**src/rtl/game_round_ctrl.sv**
```systemverilog
// Round sequencer for the whack-a-mole game: IDLE -> COUNTDOWN -> PLAYING -> GAME_OVER,
// with a ms/second timebase, per-round hit counting and a best-round high score.
module game_round_ctrl #(
    parameter int CLKS_PER_MS = 50000,
    parameter int COUNTDOWN_S = 3,
    parameter int ROUND_S     = 30
) (
    input  logic        clk,
    input  logic        reset,
    input  logic        start_pulse,
    input  logic        mole_hit,
    output logic [1:0]  game_state,
    output logic        game_active,
    output logic        score_clear,
    output logic [6:0]  seconds_left,
    output logic [10:0] round_score,
    output logic [10:0] high_score,
    output logic        new_high
);

    localparam int PW = (CLKS_PER_MS > 1) ? $clog2(CLKS_PER_MS) : 1;

    typedef enum logic [1:0] {
        IDLE      = 2'b00,
        COUNTDOWN = 2'b01,
        PLAYING   = 2'b10,
        GAME_OVER = 2'b11
    } state_t;

    state_t        state;
    logic [PW-1:0] presc;
    logic [9:0]    ms_cnt;
    logic          running;
    logic          presc_wrap;
    logic          sec_tick;
    logic [10:0]   score_next;

    assign running    = (state == COUNTDOWN) || (state == PLAYING);
    assign presc_wrap = (presc == PW'(CLKS_PER_MS - 1));
    assign sec_tick   = running && presc_wrap && (ms_cnt == 10'd999);
    assign game_state = state;

    // Saturating hit count; also feeds the high-score compare so a hit on the final tick counts.
    always_comb begin
        score_next = round_score;
        if (mole_hit && (round_score != 11'h7FF))
            score_next = round_score + 11'd1;
    end

    always_ff @(posedge clk) begin
        if (reset) begin
            state        <= IDLE;
            game_active  <= 1'b0;
            score_clear  <= 1'b0;
            seconds_left <= 7'd0;
            round_score  <= 11'd0;
            high_score   <= 11'd0;
            new_high     <= 1'b0;
            presc        <= '0;
            ms_cnt       <= 10'd0;
        end else begin
            score_clear <= 1'b0;

            if (running) begin
                if (presc_wrap) begin
                    presc  <= '0;
                    ms_cnt <= (ms_cnt == 10'd999) ? 10'd0 : ms_cnt + 10'd1;
                end else begin
                    presc <= presc + 1'b1;
                end
            end

            // A start request from any state (re)starts the countdown and wins over the final tick.
            if (start_pulse) begin
                state        <= COUNTDOWN;
                game_active  <= 1'b0;
                seconds_left <= 7'(COUNTDOWN_S);
                round_score  <= 11'd0;
                score_clear  <= 1'b1;
                new_high     <= 1'b0;
                presc        <= '0;
                ms_cnt       <= 10'd0;
            end else begin
                case (state)
                    COUNTDOWN: begin
                        if (sec_tick) begin
                            if (seconds_left > 7'd1) begin
                                seconds_left <= seconds_left - 7'd1;
                            end else begin
                                state        <= PLAYING;
                                game_active  <= 1'b1;
                                seconds_left <= 7'(ROUND_S);
                                presc        <= '0;
                                ms_cnt       <= 10'd0;
                            end
                        end
                    end
                    PLAYING: begin
                        round_score <= score_next;
                        if (sec_tick) begin
                            if (seconds_left > 7'd1) begin
                                seconds_left <= seconds_left - 7'd1;
                            end else begin
                                state        <= GAME_OVER;
                                game_active  <= 1'b0;
                                seconds_left <= 7'd0;
                                if (score_next > high_score) begin
                                    high_score <= score_next;
                                    new_high   <= 1'b1;
                                end
                            end
                        end
                    end
                    default: ;
                endcase
            end
        end
    end

endmodule

```
**config.mk**
```make
export PLATFORM = sky130hd
export DESIGN_NAME = game_round_ctrl
export DESIGN_NICKNAME = d
export VERILOG_FILES = /design/src/rtl/game_round_ctrl.sv
export SDC_FILE = /design/constraint.sdc
export NUM_CORES = 1
export LEC_CHECK = 0
export ABC_AREA = 0
export BUFFER_PORTS_ARGS = -buffer_cell sky130_fd_sc_hd__buf_2
export CORE_ASPECT_RATIO = 0.9
export CORE_MARGIN = 5
export CORE_UTILIZATION = 55
export CTS_BUF_LIST = sky130_fd_sc_hd__clkbuf_8
export DETAILED_ROUTE_END_ITERATION = 10
export PLACE_DENSITY = 0.76
export SYNTH_ARGS = -nofsm -noshare
export SYNTH_HDL_FRONTEND = slang
export SYNTH_SLANG_ARGS = --single-unit
```
**constraint.sdc**
```tcl
create_clock -name clk -period 4.3 [get_ports clk]
set_input_delay 0 -clock clk [delete_from_list [all_inputs] [get_ports clk]]
set_output_delay 0 -clock clk [all_outputs]
set_load 0.01 [all_outputs]
```
; Word level (Yosys, flattened, before mapping)
; Index checks and enable logic that the tools add are counted.
[op_classes]
bitwise_logic = 2
order_cmp = 2
n_eq_ne = 13
reduce_logical = 13
mux = 30
addsub = 4
[ops]
columns = operator, n
row1 = 2-to-1 mux 16 bit, 5
row2 = 2-to-1 mux 10 bit, 6
row3 = 2-to-1 mux 7 bit, 4
row4 = "adder 16 x 1 -> 16 bit, second input constant", 1
row5 = "equality test 16 bit, second input constant", 1
row6 = AND reduction 5 bit, 3
row7 = one-hot mux 7 bit (2 select lines), 1
row8 = "inequality test 3 bit, second input constant", 4
row9 = "adder 11 x 1 -> 11 bit, second input constant", 1
row10 = > comparator 11 bit, 1
row11 = 2-to-1 mux 11 bit, 1
row12 = "inequality test 11 bit, second input constant", 1
row13 = "adder 10 x 1 -> 10 bit, second input constant", 1
row14 = "equality test 10 bit, second input constant", 1
row15 = 2-to-1 mux 2 bit, 5
row16 = "inequality test 2 bit, second input constant", 4
row17 = "> comparator 7 x 1 -> 1 bit, second input constant", 1
row18 = "subtractor 7 x 1 -> 7 bit, second input constant", 1
row19 = 2-to-1 mux 1 bit, 6
row20 = AND reduction 3 bit, 2
row21 = one-hot mux 2 bit (2 select lines), 1
row22 = AND reduction 4 bit, 1
row23 = logical AND 1 bit, 3
row24 = nonzero test 3 bit, 1
row25 = 7 further kinds, 8
[totals]
ff_bits = 60
input_bits = 4

; Logic depth before layout (Yosys ltp)
[depth]
ltp_word = 7
depth_mapped = 13
mapped_depth_nobuf = 11

; Worst setup path before layout
; OpenSTA, ideal clock, no wires.
[synth_path]
path_type = flip-flop to flip-flop
start = register round_score[0]
end = register high_score[1]
synth_period_minus_slack_ns = 3.441
path_buffers = 2
path_stages_with_launch = 14
arrival_ns = 3.371
setup_slack_ns = 0.859
required_ns = 4.230
cell_sequence = dfxtp_1 ha_1 and4_1 a41oi_1 buf_2 a31oi_1 or2_2 ha_1 o21ai_0 nor2_1 a2111oi_0 clkbuf_1 o21ai_0 a21oi_1
[synth_between]
elab_chain_cells = 5
[synth_rtl]
columns = item, line
row1 = from (decl), 16  ; output logic [10:0] round_score,
row2 = from (signal assigned), 99  ; round_score <= score_next;
row3 = "parallel branches: the longest is 2 deep, another holds adder 11 x 1 -> 11 bit", n/a
row4 = 2-to-1 mux 11 bit (*), 46  ; if (mole_hit && (round_score != 11'h7FF))
row5 = net score_next[9], 36  ; logic [10:0] score_next;
row6 = > comparator 11 bit (*), 107  ; if (score_next > high_score) begin
row7 = AND reduction 5 bit (no line) (*), n/a
row8 = to (signal assigned), 108  ; high_score <= score_next;
row9 = to (decl), 17  ; output logic [10:0] high_score,
; Mark *: on every way through the listed nets, which the timed path passes.
; A chain may end at the register's enable or synchronous reset.

; Worst setup path after layout
[layout_path]
start = register round_score[0]
end = register high_score[9]
; The elaborated chain is that of the path after synthesis.

==> metrics.txt <==
average cell area after synthesis=approximately 8.4 µm²; detailed-route wire length on metal 1=around 3700 µm; Worst Tran Pin Value=between 0.8 and 0.9 ns; Mapped Nets=approximately 420; # setup viols final=0; WL per Instance=between 15 and 20 µm; crit-path cells=ha_1, and4_1, a41oi_1, buf_4, mux2_2, ha_1, nand3b_1, a211oi_1, a2111oi_1, buf_4, o21ai_0, a21oi_1; CTS tree=yes; CORE AREA=6047 µm²; Longest Clk Path Bufs=2; Critical-path top delay cell=a2111oi_1; Max stage delay on crit path=approximately 0.79 ns; Met2 Routed Length=approximately 3500 µm; initial antenna violation count=0; DP Wirelength=between 5000 and 6000 µm; post-route ant nets=0; IO Count=38; reg2reg start=round_score[0]; Tightest Hold Check Type=input pin to flip-flop; max-slew violations=0; n_diodes=0; relative slew slack=0.4269; gr usage total=0.2094; via count=approximately 3100; height of the die=84.24 µm; count of different cell masters after synthesis=55; H-tree Lvls=3; RSZ-0062 raised after global routing=no; Ys Warns=0; Num CTS Buffers=9; Root Driver=clkbuf_8; FF+latch count, synth=60; clk_skew=~0.0073 ns; Horiz. Die Dim=around 92 µm; Port Buf Inserts=37; post-route minimum period=3.643 ns; DRC viols=0; Post-CTS Setup Repair Bufs=0; pin count of the biggest net entering global routing=19; status=finished, final reports clean; Post-synth ARST share=0; Leak=1.507 nW; worst path required time=between 4 and 5 ns; Peak supply drop=~180 µV; clock latency on the worst-skew pair=0.34 ns; pwr dens=308.2 nW/µm²; clk slew on worst S/H paths=~0.070 ns; Initial Utilization=0.5570; met3 wire len=approximately 600 µm; drt initial violations=185; Worst Path Arrival=3.92 ns; DRT Pass-1 Iters=4; clk sinks=60; final hold slack=roughly 0.02 ns; vias in the first global route=roughly 2800; Crit Path Max Fanout=12; NumNets Final=between 400 and 500; Synth Cell Area=3368 µm²; layout cells sized above 1=0.1625; CP Class=flip-flop to flip-flop; synthesized instance count=around 400; sequential area share after synthesis=0.3566; main flop type after synthesis=dfxtp_1; Max Fclk=274.5 MHz; Max Cap Viol=0; CTS resizes=0; GP Congestion=about 0.9; WL final=7847 µm; Setup crit end kind=flip-flop; final worst-path cycle share=0.8472; DR vias/cell=roughly 6; # rows=27; top sig layer=met4; Final Hold Violating Endpoints=0; HP Start=start_pulse; Post-CTS Hold Fix Bufs=0; crit path from=round_score[0]; die area=roughly 8000 µm²; Remaining Overflow, GRT=0; setup_tns=0 ns; startpoint types=flip-flop; first-pass GRT wire length=around 13000 µm; number of synthesized flops with an enable pin=0; Layout Area Growth over Synthesis=12.48%
-- worst max-delay path, delay by kind of cell (launching register included) --
family / cells / cell delay (ns)
AND/OR/NAND/NOR: 2 / 0.34
adder cells (fa/ha/maj): 2 / 0.55
multiplexers: 1 / 0.38
flip-flops: 1 / 0.37
AO/OA/AOI/OAI: 5 / 1.39
buffers and inverters: 2 / 0.53
-- cells in the mapped netlist, types with 4 or more instances --
| master | number | area, µm² |
|---|---|---|
| a21oi_1 | 23 | 115.1 |
| a31oi_1 | 7 | 43.79 |
| and3_1 | 4 | 25.02 |
| and4_1 | 7 | 61.31 |
| clkbuf_1 | 9 | 33.78 |
| dfxtp_1 | 60 | 1201 |
| ha_1 | 18 | 225.2 |
| inv_1 | 28 | 105.1 |
| mux2i_1 | 7 | 70.07 |
| nand2_1 | 20 | 75.07 |
| nand3_1 | 16 | 80.08 |
| nand4_1 | 14 | 87.58 |
| nor2_1 | 50 | 187.7 |
| nor3_1 | 13 | 65.06 |
| nor4_1 | 7 | 43.79 |
| o21ai_0 | 15 | 75.07 |
| o21ai_1 | 5 | 25.02 |
| or3_1 | 4 | 25.02 |
| xnor2_1 | 25 | 219.0 |
| xor2_1 | 7 | 61.31 |
-- kinds of logic after synthesis --
| kind of cell | Yosys count | synth area share |
|---|---|---|
| buf+inv | 46 | 0.05980 |
| flops | 60 | 0.3566 |
| xor+xnor | 32 | 0.08321 |
| fa+ha+maj | 18 | 0.06687 |
| mux | 8 | 0.02415 |
| compound gates | 73 | 0.1386 |
| simple gates | 162 | 0.2708 |
-- metal layers --
metal	global-route usage	vias to the layer above
li1	-	1491
met1	0.2917	1464
met2	0.3096	84
met3	0.05824	11
met4	0.07422	0
met5	0	-
-- registers in the layout (all words and copies together), names as in the netlist, 2 cells and up --
signal        count
presc            16
game_state        2
ms_cnt           10
high_score       11
round_score      11
seconds_left      7
-- through the flow --
stage                     power (mW)  cell area, µm²  worst slack [ns]    util  std cells
after floorplan               0.6082            3368            0.8587       -        399
after global placement        0.6196            3571            0.8838  0.5905        493
after detailed placement      0.6214            3571            0.7409  0.5905        493
after CTS                      1.180            3789            0.6981  0.6265        509
after global routing           1.211            3789            0.3881  0.6265        509
final                          1.168            3789            0.6570  0.6265        509
-- cell type report --
cell class                      count  area, µm²
Fill cell                         520       2258
Multi-Input combinational cell    293       1967
Sequential cell                    60       1201
Timing Repair Buffer               40      207.7
Clock buffer                       10      137.6
Inverter                           28      105.1
Tap cell                           72      90.09
Clock inverter                      6      80.08
-- layout by cell type (no fill, tap or decap), types with 10 or more instances in the layout --
cell type   n
nor3_1     13
clkbuf_8   10
a21oi_1    23
buf_2      37
xnor2_1    25
inv_1      30
ha_1       18
nand4_1    14
nand2_1    20
dfxtp_1    60
o21ai_0    15
nand3_1    16
nor2_1     50
-- path summary, 6_finish.rpt --
check,to,slack (ns),cells after the start
setup / recovery,high_score[9],0.66,12
hold / removal,round_score[10],0.02,3
hold reg to reg,game_active,0.48,2
setup reg to reg,high_score[9],0.66,12
-- power by group --
part	total (mW)	switching (mW)	internal, mW
Clock	0.558	0.221	0.337
Sequential	0.562	0.00339	0.559
Combinational	0.0475	0.0315	0.0161
Total	1.17	0.256	0.912
Power figures use the tool's default switching activity.
